==> config.mk <==
export PLATFORM = sky130hd
export DESIGN_NAME = mmcm_lock_supervisor
export DESIGN_NICKNAME = d
export VERILOG_FILES = /design/src/rtl/mmcm_lock_supervisor.sv
export SDC_FILE = /design/constraint.sdc
export NUM_CORES = 1
export LEC_CHECK = 0
export BUFFER_PORTS_ARGS = -buffer_cell sky130_fd_sc_hd__clkbuf_2
export CORE_MARGIN = 1
export CORE_UTILIZATION = 40
export CTS_BUF_LIST = sky130_fd_sc_hd__clkbuf_4
export CTS_CLUSTER_DIAMETER = 30
export DETAILED_ROUTE_END_ITERATION = 10
export GPL_ROUTABILITY_DRIVEN = 0
export PLACE_DENSITY = 0.56
export SYNTH_ARGS = -nofsm -noshare
export SYNTH_HDL_FRONTEND = slang
export SYNTH_SLANG_ARGS = --single-unit
==> constraint.sdc <==
create_clock -name clk_in -period 2.9 [get_ports clk_in]
set_input_delay 0.87 -clock clk_in [delete_from_list [all_inputs] [get_ports clk_in]]
set_output_delay 0.87 -clock clk_in [all_outputs]
set_load 0.02 [all_outputs]
==> src/rtl/mmcm_lock_supervisor.sv <==
// -----------------------------------------------------------------------------
// mmcm_lock_supervisor
//
// Supervises the board MMCM that produces the fabric clocks. The logic runs
// on the free-running board clock. It pulses the MMCM reset and waits for
// LOCKED, retrying on timeout. It holds the downstream system reset until
// lock has been stable for a full window. It counts lock losses seen while
// running. After repeated consecutive lock timeouts it latches a sticky fault.
//
// Optional build macro: LOCK_DEGLITCH_EN
//   When defined, a lock dropout in RUN must persist for DEGLITCH_CYCLES
//   consecutive cycles before it is acted on. When undefined, a single low
//   cycle of the synchronized lock triggers lock-loss handling.
//
// Ports:
//   clk_in          in   board clock, free-running, never from the MMCM
//   rst             in   synchronous active-high reset
//   locked_async    in   MMCM LOCKED, asynchronous to clk_in
//   mmcm_rst        out  MMCM RST request, active high
//   sys_rst         out  downstream system reset, active high
//   ready           out  high only while in RUN
//   fault           out  sticky fault, high in FAULT until rst
//   lock_loss_count out  [7:0] lock losses detected in RUN, saturating
//   retry_count     out  [2:0] consecutive lock timeouts since last lock
// -----------------------------------------------------------------------------
module mmcm_lock_supervisor #(
  parameter int SYNC_STAGES     = 2,
  parameter int RST_CYCLES      = 16,
  parameter int LOCK_TIMEOUT    = 125000,
  parameter int STABLE_CYCLES   = 1024,
  parameter int MAX_RETRIES     = 4,
  parameter int DEGLITCH_CYCLES = 8
) (
  input  logic       clk_in,
  input  logic       rst,
  input  logic       locked_async,
  output logic       mmcm_rst,
  output logic       sys_rst,
  output logic       ready,
  output logic       fault,
  output logic [7:0] lock_loss_count,
  output logic [2:0] retry_count
);

  // One shared counter. It is sized for the longest interval any state can time.
  localparam int CNT_MAX_A = (LOCK_TIMEOUT > STABLE_CYCLES) ? LOCK_TIMEOUT : STABLE_CYCLES;
  localparam int CNT_MAX_B = (RST_CYCLES > DEGLITCH_CYCLES) ? RST_CYCLES : DEGLITCH_CYCLES;
  localparam int CNT_MAX   = (CNT_MAX_A > CNT_MAX_B) ? CNT_MAX_A : CNT_MAX_B;
  localparam int CNT_W     = $clog2(CNT_MAX + 1);

  localparam logic [CNT_W-1:0] CNT_ONE      = CNT_W'(1);
  localparam logic [CNT_W-1:0] RST_LAST     = CNT_W'(RST_CYCLES - 1);
  localparam logic [CNT_W-1:0] TIMEOUT_LAST = CNT_W'(LOCK_TIMEOUT - 1);
  localparam logic [CNT_W-1:0] STABLE_LAST  = CNT_W'(STABLE_CYCLES - 1);
  localparam logic [2:0]       RETRY_LIMIT  = 3'(MAX_RETRIES);
`ifdef LOCK_DEGLITCH_EN
  localparam logic [CNT_W-1:0] DG_LAST      = CNT_W'(DEGLITCH_CYCLES - 1);
`endif

  typedef enum logic [2:0] {
    ST_RESET_MMCM = 3'd0,
    ST_WAIT_LOCK  = 3'd1,
    ST_STABILIZE  = 3'd2,
    ST_RUN        = 3'd3,
    ST_FAULT      = 3'd4
  } state_t;

  state_t                 state_q, state_d;
  logic [CNT_W-1:0]       cnt_q, cnt_d;
  logic [SYNC_STAGES-1:0] sync_q;
  logic                   lock_s;
  logic [2:0]             retry_q, retry_d;
  logic [7:0]             loss_q, loss_d;
  logic                   mmcm_rst_q, mmcm_rst_d;
  logic                   sys_rst_q, sys_rst_d;
  logic                   ready_q, ready_d;
  logic                   fault_q, fault_d;

  // Saturating increment for the 8-bit lock-loss counter.
  function automatic logic [7:0] sat_inc8(input logic [7:0] v);
    if (v == 8'hFF) begin
      return v;
    end else begin
      return v + 8'd1;
    end
  endfunction

  assign lock_s          = sync_q[SYNC_STAGES-1];
  assign mmcm_rst        = mmcm_rst_q;
  assign sys_rst         = sys_rst_q;
  assign ready           = ready_q;
  assign fault           = fault_q;
  assign lock_loss_count = loss_q;
  assign retry_count     = retry_q;

  // State, counters, synchronizer and registered outputs.
  always_ff @(posedge clk_in) begin
    if (rst) begin
      sync_q     <= '0;
      state_q    <= ST_RESET_MMCM;
      cnt_q      <= '0;
      retry_q    <= 3'd0;
      loss_q     <= 8'd0;
      mmcm_rst_q <= 1'b1;
      sys_rst_q  <= 1'b1;
      ready_q    <= 1'b0;
      fault_q    <= 1'b0;
    end else begin
      sync_q     <= {sync_q[SYNC_STAGES-2:0], locked_async};
      state_q    <= state_d;
      cnt_q      <= cnt_d;
      retry_q    <= retry_d;
      loss_q     <= loss_d;
      mmcm_rst_q <= mmcm_rst_d;
      sys_rst_q  <= sys_rst_d;
      ready_q    <= ready_d;
      fault_q    <= fault_d;
    end
  end

  // Next-state logic. Outputs are decoded from the next state so that they
  // change on the same edge as the state register.
  always_comb begin
    state_d    = state_q;
    cnt_d      = cnt_q + CNT_ONE;
    retry_d    = retry_q;
    loss_d     = loss_q;
    mmcm_rst_d = 1'b1;
    sys_rst_d  = 1'b1;
    ready_d    = 1'b0;
    fault_d    = 1'b0;

    case (state_q)
      ST_RESET_MMCM: begin
        if (cnt_q == RST_LAST) begin
          state_d = ST_WAIT_LOCK;
          cnt_d   = '0;
        end else begin
          state_d = ST_RESET_MMCM;
        end
      end
      ST_WAIT_LOCK: begin
        // Lock is checked first, so a lock arriving on the timeout cycle wins.
        if (lock_s) begin
          state_d = ST_STABILIZE;
          cnt_d   = '0;
        end else if (cnt_q == TIMEOUT_LAST) begin
          retry_d = retry_q + 3'd1;
          cnt_d   = '0;
          if ((retry_q + 3'd1) == RETRY_LIMIT) begin
            state_d = ST_FAULT;
          end else begin
            state_d = ST_RESET_MMCM;
          end
        end else begin
          state_d = ST_WAIT_LOCK;
        end
      end
      ST_STABILIZE: begin
        if (!lock_s) begin
          state_d = ST_WAIT_LOCK;
          cnt_d   = '0;
        end else if (cnt_q == STABLE_LAST) begin
          state_d = ST_RUN;
          cnt_d   = '0;
          retry_d = 3'd0;
        end else begin
          state_d = ST_STABILIZE;
        end
      end
      ST_RUN: begin
`ifdef LOCK_DEGLITCH_EN
        // In RUN the counter counts consecutive low cycles of lock_s.
        if (lock_s) begin
          cnt_d = '0;
        end else if (cnt_q == DG_LAST) begin
          loss_d  = sat_inc8(loss_q);
          state_d = ST_RESET_MMCM;
          cnt_d   = '0;
        end else begin
          state_d = ST_RUN;
        end
`else
        if (lock_s) begin
          cnt_d = '0;
        end else begin
          loss_d  = sat_inc8(loss_q);
          state_d = ST_RESET_MMCM;
          cnt_d   = '0;
        end
`endif
      end
      ST_FAULT: begin
        // Terminal until rst. The counter is frozen so that it cannot wrap.
        state_d = ST_FAULT;
        cnt_d   = cnt_q;
      end
      default: begin
        state_d = ST_RESET_MMCM;
        cnt_d   = '0;
      end
    endcase

    case (state_d)
      ST_RESET_MMCM: begin
        mmcm_rst_d = 1'b1;
        sys_rst_d  = 1'b1;
      end
      ST_WAIT_LOCK, ST_STABILIZE: begin
        mmcm_rst_d = 1'b0;
        sys_rst_d  = 1'b1;
      end
      ST_RUN: begin
        mmcm_rst_d = 1'b0;
        sys_rst_d  = 1'b0;
        ready_d    = 1'b1;
      end
      ST_FAULT: begin
        mmcm_rst_d = 1'b1;
        sys_rst_d  = 1'b1;
        fault_d    = 1'b1;
      end
      default: begin
        mmcm_rst_d = 1'b1;
        sys_rst_d  = 1'b1;
      end
    endcase
  end

endmodule

# Word-level counts from Yosys, hierarchy flattened
# Cells that the tools add are included.
[totals]
register_bits = 37
in_bits = 3
out_inout_bits = 15
elab_cells = 59
[classes]
n_addsub = 3
n_eq_ne = 17
n_mux = 23
bitwise = 2
reduce_logical = 5
[ops]
columns = ["op", "count"]
rows = [
  ["17-bit two-way mux", 5],
  ["17-bit case mux with 4 select lines", 1],
  ["3-bit two-way mux", 8],
  ["17-bit by 1-bit adder with 17-bit output, second input constant", 1],
  ["17-bit by 10-bit equality test with 1-bit output, second input constant", 1],
  ["17-bit equality test, second input constant", 1],
  ["17-bit by 4-bit equality test with 1-bit output, second input constant", 1],
  ["3-bit case mux with 5 select lines", 1],
  ["3-bit by 2-bit equality test with 1-bit output, second input constant", 4],
  ["3-bit equality test, second input constant", 3],
  ["8-bit by 1-bit adder with 8-bit output, second input constant", 1],
  ["8-bit equality test, second input constant", 1],
  ["2-bit inequality test, second input constant", 4],
  ["3-bit by 1-bit equality test with 1-bit output, second input constant", 2],
  ["1-bit two-way mux", 6],
  ["3-bit case mux with 2 select lines", 1],
  ["5-bit AND reduction", 1],
  ["3-bit by 1-bit adder with 3-bit output, second input constant", 1],
  ["3-bit logical NOT", 1],
  ["3-bit AND reduction", 1],
  ["3-bit OR reduction", 1],
  ["2-bit two-way mux", 1],
  ["1-bit NOT", 2],
  ["2-bit nonzero test", 1],
]

# Longest topological paths before layout
[logic_depth]
word_depth = 9
depth_mapped = 8
ltp_nobuf = 7

# Least setup slack after synthesis
# OpenSTA, ideal clock, no wires.
[synth_path]
path_kind = "register -> register"
startpoint = "reg cnt_q[10]"
endpoint = "reg cnt_q[15]"
t_arrival_ns = 2.008
t_required_ns = 2.780
path_slack_ns = 0.773
path_stages_with_launch = 8
period_less_slack_ns = 2.127
path_cell_list = "dfxtp_1 > or2_2 > nor4_2 > a21boi_1 > o31ai_4 > buf_6 > nor3_1 > a211o_1"
[synth_between]
elab_chain_cells = 4
word_cells_on_any_way = 10
classes_between = "add/sub: 1; eq/ne: 3; mux: 6"
[synth_lines]
columns = ["item", "line_no", "source"]
rows = [
  ["from (decl)", "69", "logic [CNT_W-1:0] cnt_q, cnt_d;"],
  ["from (signal assigned)", "111", "cnt_q <= cnt_d;"],
  ["17-bit by 1-bit adder with 17-bit output (tied with other cells)", "125", "cnt_d = cnt_q + CNT_ONE;"],
  ["17-bit two-way mux (on tied branches)", "163, 147", ""],
  ["17-bit two-way mux (on tied branches)", "160, 144", ""],
  ["17-bit case mux with 4 select lines *", "133", "case (state_q)"],
]
# Every way passes the cells marked *; elsewhere a longest branch is shown, timed or not.
# A chain may end at the register's enable or synchronous reset.

# Worst setup path in the final report
[layout_path]
startpoint = "reg cnt_q[11]"
endpoint = "reg cnt_q[11]"
# Same word-level chain as after synthesis.

==> impl_metrics.csv <==
group,metric,value,unit
yosys,synthMuxAreaShare,1.036,%
sta,setup_violations,0,
yosys,yosys_warnings,0,
route,drt-total-wl,4208,um
grt,grtUsageTotal,17.61,%
grt,grt_pass1_vias,1471,
yosys,yosysSeqAreaShare,38.32,%
floorplanning,core,4504,um^2
clocking,clk_pin_slew,0.12,ns
pwr,peakVddDrop,0.2527,mV
sta,fin_setup_tns,0,ns
setup_path,crit_path_end_kind,"flip-flop",
setup_path,reg2reg_to,"cnt_q[11]",
route,drtIter0Drc,132,
floorplanning,die-area,5115,um^2
grt,grt_pass1_wl,7038,um
yosys,avgSynthCellArea,8.592,um^2
setup_path,critical_path_class,"reg -> reg",
clocking,cts_buffer_depth,2,
setup_path,crit_required,3.14,ns
setup_path,startpoint_type,"flip-flop",
min_path,min_from,"sync_q[0]",
route,postRouteAntennaNets,0,
clocking,cts_tree,"done",
finish,multi_input_area,1136,um^2
yosys,synth_top_family_by_area,"simple AND/OR/NAND/NOR gates",
yosys,async_flop_share,0,%
yosys,yosys_register_bits,37,
yosys,synth_cells,225,
yosys,synthesis.nets,232,
yosys,synth_compound_area_share,18.38,%
clocking,cts_buffers,5,
sta,slew_headroom,43.15,%
yosys,synth_area_leaders,"dfxtp_1 (38%), nand2_1 (4.9%), or3_1 (3.2%)",
sta,worst_pin_slew,0.8496,ns
clocking,post-cts-setup-buffers,0,
floorplanning,num_io_pins,18,
sta,fin_skew,0.01233,ns
route,wl_per_cell,14.17,um
finish,drive_above_1_share,17.55,%
route,vias,1672,
sta,finalHoldViolations,0,
min_path,holdPathStages,1,
finish,regArea,740.7,um^2
sta,slew_viol_final,0,
finish,synthToLayoutAreaGrowth,12.30,%
clocking,post_cts_resized,0,
clocking,htreeDepth,2,
placed_design,io_buffers,17,
grt,antenna_found_initial,0,
floorplanning,start_util,42.92,%
clocking,cts-root-buf,"clkbuf_4",
setup_path,worstReg2RegStart,"cnt_q[11]",
placed_design,dp_hpwl,3063,um
pwr,p_per_area,454.1,nW/um^2
status,status,"complete, no violations",
yosys,synthSimpleGateAreaFrac,33.14,%
yosys,synth-edff-count,0,
setup_path,rrSetupSlack,0.42,ns
flow_run,maxCapViolCount,0,
placed_design,place_ws,0.4342,ns
finish,final_nets,251,
min_path,holdPathEnd,"sync_q[1]",
sta,post-route-period-util,85.66,%
yosys,synth_xor_area_share,3.625,%
route,dr.pass1.iters,4,
setup_path,r2r_cells,6,
sta,rsz0062_at_grt,"no",
yosys,synthesis.area,1933,um^2
clocking,cts_hold_buf,0,
grt,grt_max_degree,20,
clocking,clk_latency,0.34,ns
yosys,synth_area_leader_cell,"dfxtp_1",
yosys,yosysTopAreaCellShare,38.32,%
grt,gr-total-overflow,0,
floorplanning,die_w,71.52,um
yosys,synth_cell_types,49,
sta,max_freq,402.6,MHz
setup_path,crit_arrival,2.73,ns
yosys,synth_fa_ha_area_share,2.589,%
floorplanning,die_h,71.52,um
sta,min_period,2.484,ns
route,drc,0,
finish,fill_cells,442,
finish,num_antenna_cells,0,
setup_path,crit_fanout,15,
route,avgViaCountPerCell,5.630,
sta,setup_slack,0.4158,ns
pwr,p_leak,0.8110,nW
min_path,min_path_type,"reg -> reg",
yosys,synthFlopType,"dfxtp_1",
clocking,clock-sinks,37,
setup_path,crit_start,"cnt_q[11]",
floorplanning,num_rows,24,
critical path: stages, from the launching register on:
cell	delay, ns
dfxtp_1	0.39
or4_4	0.54
nor3_4	0.29
a31oi_2	0.23
o31ai_4	0.54
nor3_1	0.11
a211o_1	0.28
sequential cells by signal, summed over array words and instances, names as in the netlist:
signal,cells
lock_loss_count,8
cnt_q,17
mmcm_rst,1
sync_q,2
sys_rst,1
ready,1
state_q,3
retry_count,3
fault,1
per-stage QoR:
stage	instances	util, %	power, W	hold slack (ns)	cell area (um^2)
detailed placement	289	45.92	0.0005556	0.4277	2068
CTS	297	48.19	0.0009965	0.4573	2171
floorplan	225	-	0.0005476	0.4138	1933
global route	297	48.19	0.001023	0.4700	2171
global placement	289	45.92	0.0005568	0.4166	2068
finish	297	48.19	0.0009858	0.4514	2171
cell type report:
class	count	area share (%)
clock inverters	3	2.997
well taps	52	2.997
inverters	5	0.8646
repair buffers	20	4.957
flip-flops and latches	37	34.12
clock buffers	5	1.729
multi-input cells	175	52.33
worst max path at each step:
| stage | cells past startpoint | to |
|---|---|---|
| finish | 6 | cnt_q[11] |
| global route | 7 | cnt_q[11] |
| CTS | 6 | cnt_q[11] |
| detailed placement | 6 | cnt_q[11] |
| global placement | 6 | cnt_q[11] |
| floorplan | 7 | cnt_q[15] |
placed cells by master (no fill, tap or decap), types with 5 or more instances in the layout:
master	instances
nand3_1	11
clkbuf_2	17
and3_1	7
nand2_1	25
nand4_1	8
a211o_1	5
xor2_1	5
dfxtp_1	37
or3_1	10
o31ai_1	5
inv_1	5
nor3_1	6
clkbuf_4	5
nor2_1	16
o21ai_0	12
a21oi_1	7
cells by family (layout without fill, tap and decap cells):
| logic type | after synthesis | in the layout |
|---|---|---|
| simple gates | 112 | 112 |
| compound gates | 49 | 49 |
| flops | 37 | 37 |
| buf+inv | 13 | 33 |
| xor+xnor | 8 | 8 |
| fa+ha+maj | 4 | 4 |
| mux | 2 | 2 |
power breakdown:
part           leakage (nW)  total (W)  internal, W  switching, W
clock                0.0552   0.000441     0.000267      0.000174
sequential            0.299   0.000517     0.000513    0.00000414
combinational         0.457  0.0000276   0.00000965     0.0000179
total                 0.811   0.000986     0.000789      0.000196
cell usage after synthesis (2+ instances only):
library cell and n:
o21ai_0 12, ha_1 4, nand2b_1 4, or3_1 10, xor2_1 5, or2_2 3, nor2b_1 4, nor2_1 16
o31ai_1 5, nor3_1 6, xnor2_1 3, mux2i_1 2, nand3_1 11, a31oi_1 2, inv_1 5, o211ai_1 4
and2_1 3, and4_1 4, clkbuf_1 7, a21oi_1 7, a211o_1 5, and3_1 7, nand3b_1 2, nand2_1 25
dfxtp_1 37, a21oi_2 2, nand4_1 8
metal layers:
layer	vias to the layer above	GRT usage (%)	share of wire, %
met1	768	26.44	54
met4	0	4.575	0.59
met3	2	3.797	3.7
li1	877	-	-
met5	-	0	0
met2	25	25.50	42
(Power assumes the default switching activity.)
